===== src/rtl/muldiv_sequencer.sv =====
// Iterative MULT/MULTU/DIV/DIVU sequencer owning HI/LO beside the EX-stage ALU.
// Define MULDIV_FAST_MULT_EN for a single-cycle combinational multiply path.
module muldiv_sequencer #(
  parameter int WIDTH = 32
) (
  input  logic             clk,
  input  logic             rst,
  input  logic             start,
  input  logic [1:0]       op,
  input  logic [WIDTH-1:0] src_a,
  input  logic [WIDTH-1:0] src_b,
  input  logic             mf_req,
  input  logic             mf_sel,
  input  logic             mt_we,
  input  logic [WIDTH-1:0] mt_data,
  output logic             busy,
  output logic             stall_req,
  output logic [WIDTH-1:0] mf_data,
  output logic [WIDTH-1:0] hi,
  output logic [WIDTH-1:0] lo,
  output logic             done,
  output logic             div_by_zero
);
  localparam int CNT_W = $clog2(WIDTH) + 1;
  localparam logic [CNT_W-1:0] LAST = CNT_W'(WIDTH - 1);

  typedef enum logic [1:0] {IDLE, RUN, FIXUP} state_t;

  state_t state, state_nx;

  logic [CNT_W-1:0]   cnt;
  logic [2*WIDTH-1:0] acc;
  logic [WIDTH-1:0]   opb;
  logic               is_div;
  logic               dz;
  logic               neg_p;
  logic               neg_r;

  logic               sa, sb, dz_in, fast;
  logic [WIDTH-1:0]   abs_a, abs_b;
  logic [2*WIDTH-1:0] acc_init;

  assign sa    = ~op[0] & src_a[WIDTH-1];
  assign sb    = ~op[0] & src_b[WIDTH-1];
  assign abs_a = sa ? -src_a : src_a;
  assign abs_b = sb ? -src_b : src_b;
  assign dz_in = op[1] & (src_b == '0);

`ifdef MULDIV_FAST_MULT_EN
  assign fast     = ~op[1];
  assign acc_init = fast
    ? {{WIDTH{1'b0}}, abs_a} * {{WIDTH{1'b0}}, abs_b}
    : {{WIDTH{1'b0}}, abs_a};
`else
  assign fast     = 1'b0;
  assign acc_init = {{WIDTH{1'b0}}, abs_a};
`endif

  // acc holds {partial product} for mul, {remainder, quotient} for div
  logic [WIDTH:0]     mul_sum;
  logic [WIDTH:0]     div_diff;
  logic [2*WIDTH-1:0] mul_next, div_next;

  assign mul_sum  = {1'b0, acc[2*WIDTH-1:WIDTH]}
                  + (acc[0] ? {1'b0, opb} : '0);
  assign mul_next = {mul_sum, acc[WIDTH-1:1]};
  assign div_diff = acc[2*WIDTH-1:WIDTH-1] - {1'b0, opb};
  assign div_next = div_diff[WIDTH]
    ? {acc[2*WIDTH-2:0], 1'b0}
    : {div_diff[WIDTH-1:0], acc[WIDTH-2:0], 1'b1};

  logic [WIDTH-1:0]   quo, rem, quo_fix, rem_fix;
  logic [2*WIDTH-1:0] prod_fix;

  assign quo      = acc[WIDTH-1:0];
  assign rem      = acc[2*WIDTH-1:WIDTH];
  assign quo_fix  = neg_p ? -quo : quo;
  assign rem_fix  = neg_r ? -rem : rem;
  assign prod_fix = neg_p ? -acc : acc;

  always_ff @(posedge clk) begin
    if (rst) state <= IDLE;
    else     state <= state_nx;
  end

  always_comb begin
    state_nx = state;
    unique case (state)
      IDLE:  if (start) state_nx = (dz_in | fast) ? FIXUP : RUN;
      RUN:   if (cnt == LAST) state_nx = FIXUP;
      FIXUP: state_nx = IDLE;
      default: state_nx = IDLE;
    endcase
  end

  always_ff @(posedge clk) begin
    if (rst) begin
      hi          <= '0;
      lo          <= '0;
      acc         <= '0;
      opb         <= '0;
      cnt         <= '0;
      is_div      <= 1'b0;
      dz          <= 1'b0;
      neg_p       <= 1'b0;
      neg_r       <= 1'b0;
      done        <= 1'b0;
      div_by_zero <= 1'b0;
    end else begin
      done        <= 1'b0;
      div_by_zero <= 1'b0;
      unique case (state)
        IDLE: begin
          if (start) begin
            is_div <= op[1];
            dz     <= dz_in;
            neg_p  <= sa ^ sb;
            neg_r  <= sa;
            cnt    <= '0;
            opb    <= abs_b;
            acc    <= dz_in ? {src_a, {WIDTH{1'b1}}} : acc_init;
          end else if (mt_we) begin
            if (mf_sel) hi <= mt_data;
            else        lo <= mt_data;
          end
        end
        RUN: begin
          cnt <= cnt + CNT_W'(1);
          acc <= is_div ? div_next : mul_next;
        end
        FIXUP: begin
          done        <= 1'b1;
          div_by_zero <= dz;
          if (dz) begin
            {hi, lo} <= acc;
          end else if (is_div) begin
            hi <= rem_fix;
            lo <= quo_fix;
          end else begin
            {hi, lo} <= prod_fix;
          end
        end
        default: ;
      endcase
    end
  end

  assign busy      = (state != IDLE);
  assign stall_req = busy & (start | mf_req | mt_we);
  assign mf_data   = mf_sel ? hi : lo;

endmodule


===== config.mk =====
export PLATFORM = sky130hd
export DESIGN_NAME = muldiv_sequencer
export DESIGN_NICKNAME = d
export VERILOG_FILES = /design/src/rtl/muldiv_sequencer.sv
export SDC_FILE = /design/constraint.sdc
export NUM_CORES = 1
export LEC_CHECK = 0
export ABC_AREA = 1
export CELL_PAD_IN_SITES_DETAIL_PLACEMENT = 1
export CELL_PAD_IN_SITES_GLOBAL_PLACEMENT = 1
export CORE_ASPECT_RATIO = 0.75
export CORE_MARGIN = 5
export CORE_UTILIZATION = 40
export DETAILED_ROUTE_END_ITERATION = 16
export PLACE_DENSITY_LB_ADDON = 0.12
export SETUP_SLACK_MARGIN = 0.3
export SLEW_MARGIN = 20
export SYNTH_ARGS = -nofsm -noshare
export SYNTH_HDL_FRONTEND = slang
export SYNTH_SLANG_ARGS = --single-unit

===== constraint.sdc =====
create_clock -name clk -period 4.7 [get_ports clk]
set_clock_uncertainty 0.1 [all_clocks]
set_input_delay 0.705 -clock clk [delete_from_list [all_inputs] [get_ports clk]]
set_output_delay 0.705 -clock clk [all_outputs]
set_load 0.02 [all_outputs]

; Yosys cells after proc, flatten, opt, wreduce, memory -nomap -nowiden
; Cells that the tools add are included.
[totals]
ff_bits = 174
inputBits = 104
out_inout_bits = 100
word_cells = 80
[op_classes]
n_addsub = 8
n_eq_ne = 9
muxes = 31
n_bitwise = 9
reduce_logical = 11
[op_table]
columns = cell, count
row1 = $mux W32, 16
row2 = $mux W64, 5
row3 = $neg A32 Y32, 4
row4 = $pmux W32 S2, 2
row5 = $pmux W64 S2, 1
row6 = $neg A64 Y64, 1
row7 = $add A32 B32 Y33, 1
row8 = $sub A33 B32 Y33, 1
row9 = $logic_not A32 Y1, 1
row10 = $ne A2 B2 Y1 const B, 6
row11 = $pmux W6 S2, 1
row12 = $reduce_and A4 Y1, 2
row13 = $add A6 B1 Y6 const B, 1
row14 = $eq A6 B5 Y1 const B, 1
row15 = $mux W2, 3
row16 = $mux W6, 1
row17 = $reduce_and A2 Y1, 3
row18 = $reduce_bool A2 Y1, 3
row19 = $and A1 B1 Y1, 4
row20 = $pmux W2 S2, 1
row21 = $eq A2 B1 Y1 const B, 1
row22 = $eq A2 B2 Y1 const B, 1
row23 = $logic_not A2 Y1, 1
row24 = $not A1 Y1, 2
row25 = other kinds (4), 5

; Logic depth before layout (Yosys ltp)
[depth]
depth_word = 6
mapped_depth = 21
mapped_depth_nobuf = 20

; Least setup slack after synthesis
; OpenSTA, ideal clock, no wires.
[synth_path]
path_type = reg-to-reg
start = reg acc[32]
end = reg acc[43]
setup_time_ns = 0.135
arrival_time_ns = 2.343
t_required_ns = 4.465
path_slack_ns = 2.122
stages_incl_launch_ff = 20
n_path_buf = 1
synth_period_minus_slack_ns = 2.578
path_cell_list = dfxtp_1 > clkinv_1 > fa_1 > inv_1 > nand3_1 > nand2_2 > nand2_2 > nand2_4 > nand2_4 > nand2_2 > nand2_4 > nand2_4 > nand2_4 > nand2_4 > buf_6 > nand2_1 > nand3_1 > nand2_1 > nand2_1 > a21oi_2
[synth_via]
elab_chain_len = 4
word_cells_on_any_way = 5
classes_between = 2 x add/sub / 3 x mux
[synth_rtl]
columns = element, line_no
row1 = from (decl), 32  ; logic [2*WIDTH-1:0] acc;
row2 = from (signal assigned), 121  ; acc <= dz_in ? {src_a, {WIDTH{1'b1}}} : acc_init;
row3 = from (signal assigned), 129  ; acc <= is_div ? div_next : mul_next;
row4 = $sub A33 B32 Y33, 67  ; assign div_diff = acc[2*WIDTH-1:WIDTH-1] - {1'b0, opb};
row5 = $mux W64, 69  ; ? {acc[2*WIDTH-2:0], 1'b0}
row6 = $mux W64 (*), 129
row7 = $pmux W64 S2 (*), 112  ; unique case (state)
; Every way passes the cells marked *; elsewhere a longest branch is shown, timed or not.
; A chain may end at the register's enable or synchronous reset.

; Final worst setup path
[layout_path]
start = in mf_sel
end = out mf_data[13]
[layout_via]
elab_chain_len = 1
[layout_rtl]
columns = element, line_no
row1 = from (decl), 13  ; input logic mf_sel,
row2 = $mux W32, 150  ; assign mf_data = mf_sel ? hi : lo;
row3 = to (decl), 18  ; output logic [WIDTH-1:0] mf_data,
; Every way passes these cells.

==> reports/results.txt <==
The flow ran to the end, and the final reports show no timing, DRC or antenna violations. In the synthesized netlist the async set-or-reset flop fraction comes to 0%. Via count of the routed design: 23800. The tools report the residual overflow from global routing as 0.

Of all nets on the critical path, the largest fanout is 33. Post-cts sizing count: 0. TritonCTS created 17 clock buffers.

The worst min-delay path category is reg -> reg. The clock tree synthesis step divided the H-tree into 4 levels. After clock tree synthesis, the clock-pin slew on the worst setup and hold paths is 80 ps. In this design, the largest share of critical-path delay is due to buffers and inverters.

For this run, the number of standard cells in the final layout without fillers is 4114. After detailed routing, the average wire length per cell comes to 22.6 um. In the finished design, the share of the clock period the worst path needs comes to 77.5%. Yosys printed 0 warnings. The I/O pin count was 204. The library cells used most frequently in the layout, excluding fill and tap cells, are 1098 x nand2_1, 512 x inv_1, 342 x a21oi_1. The tools report the fill cell instance count of the final layout as 6526.

TritonCTS built the clock tree. At the worst endpoint, the arrival time is 2840 ps. For this run, the leading register cell type out of synthesis is dfxtp_1.

The synthesized design contains 0 enable-type register cells. In the synthesized netlist, the number of instances is 3390. For the worst hold-check slack, the log shows 367 ps. Starting utilization of the core area: 40.7%. Once detail routing completed, the nets flagged for antenna violations numbered 0. The static leakage was 10.8 nW; the number of antenna violations at the first check in global routing was 2. The final count of pins violating max slew came out at 0. The wire length of the first global-routing pass is 140000 um, and the die extent in x is 257 um. In this run the standard cell core region covers 44900 um2.

IR analysis of the VDD net gives a maximum drop of 0.000271 V. The fraction of layout instances using a drive strength above 1 is 3.71%. In this run the power spent charging and discharging nets is 0.00302 W. The clock period could shrink to 3640 ps.

In this run the power density over the cells is 293 nW/um2. The final-report hold violation count was 0. The die covers 50100 um2. The leading cell type in the layout, fill and taps excluded was nand2_1. The post-synthesis to final-layout area growth is 16.8%. The floorplan has 67 rows.

The synthesized cell area is 18300 um2. Global routing used 35.5% of the available tracks. The average cell area after synthesis is 5.39 um2. The final core utilization is 47.5%, and the achievable frequency is 274 MHz. The number of global-route vias before repair is 22900.

Measured against its own limit, the worst slew margin works out to 27.4%. The run gives 48 as the count of distinct cell types in the synthesized netlist. The critical path contains buffers and inverters numbering 3 combined. The slew of the pin with the lowest slew margin is 1090 ps. The tools report the number of setup violations in the final report as 0. STA classifies the critical path endpoint as an output pin. The number of buffers inserted for hold repair after clock tree synthesis is 0. The slowest stage of the critical path is the inv_1 cell. Synthesis inferred 174 register bits. The internal power component came out at 0.00324 W.

No sink is reached through more buffers than the 2 on the longest clock path. Detailed placement finished with a half-perimeter wire length of 75900 um. The signal on the critical path passes through clkdlybuf4s50_1, inv_1, nand2_1, nand2_1, clkdlybuf4s50_1. The first-pass iteration count of the detailed router was 6. STA puts the critical path data required time at 3890 ps. The later pin in the worst-skew pair is clocked with a latency of 490 ps. The worst path setup slack after routing was 1060 ps; the count of routing violations after the opening detailed-route iteration was 2598. The sequential share of the synthesized area was 19.1%. The post-detailed-routing wire length was 93100 um; the clock power share was 23.1%. The share of total power consumed by net switching came out at 48.3%.

When the netlist entered floorplanning its net count stood at 3565. Startpoint-to-endpoint class of the critical path: in -> out. Dividing the detail-routed via count by the number of cells gives 5.79. Clock tree synthesis selected as its root buffer the cell clkbuf_16.

After detailed routing, the number of remaining DRC violations is 0. The tool flagged a number of max-cap violations equal to 0. Routability-driven placement finished with a final weighted congestion of 1.00. The logs give 0 ps for the sum of negative setup slack and 0 for the diode insertion count for antenna repair. Including well taps, the total number of placed cells is 4082. Entering global routing, the biggest net connects 78 pins. The final layout contains 3690 nets. On the worst path, the slowest cell contributes a delay of 770 ps.

For the total clock sinks, the log shows 174. The die is 195 um tall. The type of element launching the critical path is an input port.

Of the total power, registers draw 29.7%. Setup repair after global routing left no endpoint under its margin. The post-place setup slack came out at 975 ps. Buffers added to address setup during post-CTS repair amount to 0. During placement, the flow inserted port buffers numbering 203.

The share of total power dissipated in combinational logic is 47.2%.
-- synthesized netlist by cell type, drive strengths merged (2+ instances only) --
cell       n  area share [%]
a21oi    353             9.9
inv      521              11
o21bai     5            0.21
and3       6            0.21
o21ai    290             8.0
xnor2     14            0.67
nor3      43             1.3
nand3b     7            0.29
o211ai    20            0.82
nor2     253             5.4
nand4     35             1.2
o221ai     3            0.14
dfxtp    174              19
and2       6            0.21
xor2      32             1.5
nor4       8            0.27
clkinv     5            0.10
or2        6            0.21
a221oi     4            0.19
fa         2            0.22
ha        69             4.7
buf       28            0.88
clkbuf   101             2.1
a21o       3            0.12
a211oi     2           0.082
a31oi     10            0.34
nand3    270             7.6
nand2   1115              23
-- state kept, by name, indices dropped and copies added, names as in the netlist --
register     flops
acc             64
hi              32
lo              32
opb             32
cnt              6
state            2
div_by_zero      1
done             1
dz               1
is_div           1
neg_p            1
neg_r            1
-- logic make-up after synthesis --
logic type / after synthesis / share of synthesized area (%)
simple gates: 1750 / 40.0
xor+xnor: 46 / 2.20
buf+inv: 655 / 13.8
compound gates: 694 / 20.0
fa+ha+maj: 71 / 4.94
flops: 174 / 19.1
-- worst paths after layout --
check	from	end	slack, ps	cells past startpoint
setup / recovery	mf_sel	mf_data[13]	1060	5
hold / removal	cnt[5]	cnt[5]	370	1
setup reg to reg	acc[0]	acc[53]	1150	19
hold reg to reg	cnt[5]	cnt[5]	370	1
-- layout make-up --
cell class / count / area (um2) / area share [%]
clock buffer: 19 / 443 / 2.08
clock inverter: 13 / 124 / 0.580
inverter: 526 / 1970 / 9.25
multi-input combinational: 2561 / 12300 / 57.6
sequential: 174 / 3490 / 16.3
tap: 586 / 733 / 3.44
timing repair buffer: 235 / 2280 / 10.7
-- power by group through the flow --
stage          Sequential (W)  Clock, W  Combinational [W]
2_1_floorplan         0.00182         0            0.00175
3_3_place_gp          0.00187         0            0.00276
3_5_place_dp          0.00188         0            0.00285
4_1_cts               0.00184   0.00146            0.00287
5_1_grt               0.00187   0.00151            0.00320
6_report              0.00186   0.00145            0.00295
-- through the flow --
stage                     instance area [um2]  power [W]
after floorplan                         18300    0.00357
after global placement                  20800    0.00463
after detailed placement                20800    0.00472
after CTS                               21300    0.00617
after global routing                    21300    0.00657
final                                   21300    0.00626
-- routing by layer --
| layer | track usage, % | share of wire, % |
|---|---|---|
| met4 | 6.84 | 1.9 |
| met2 | 49.6 | 39 |
| met3 | 12.3 | 13 |
| met1 | 52.7 | 46 |
| met5 | 0 | 0.014 |
Note: power is estimated with default switching activity, not from simulation.
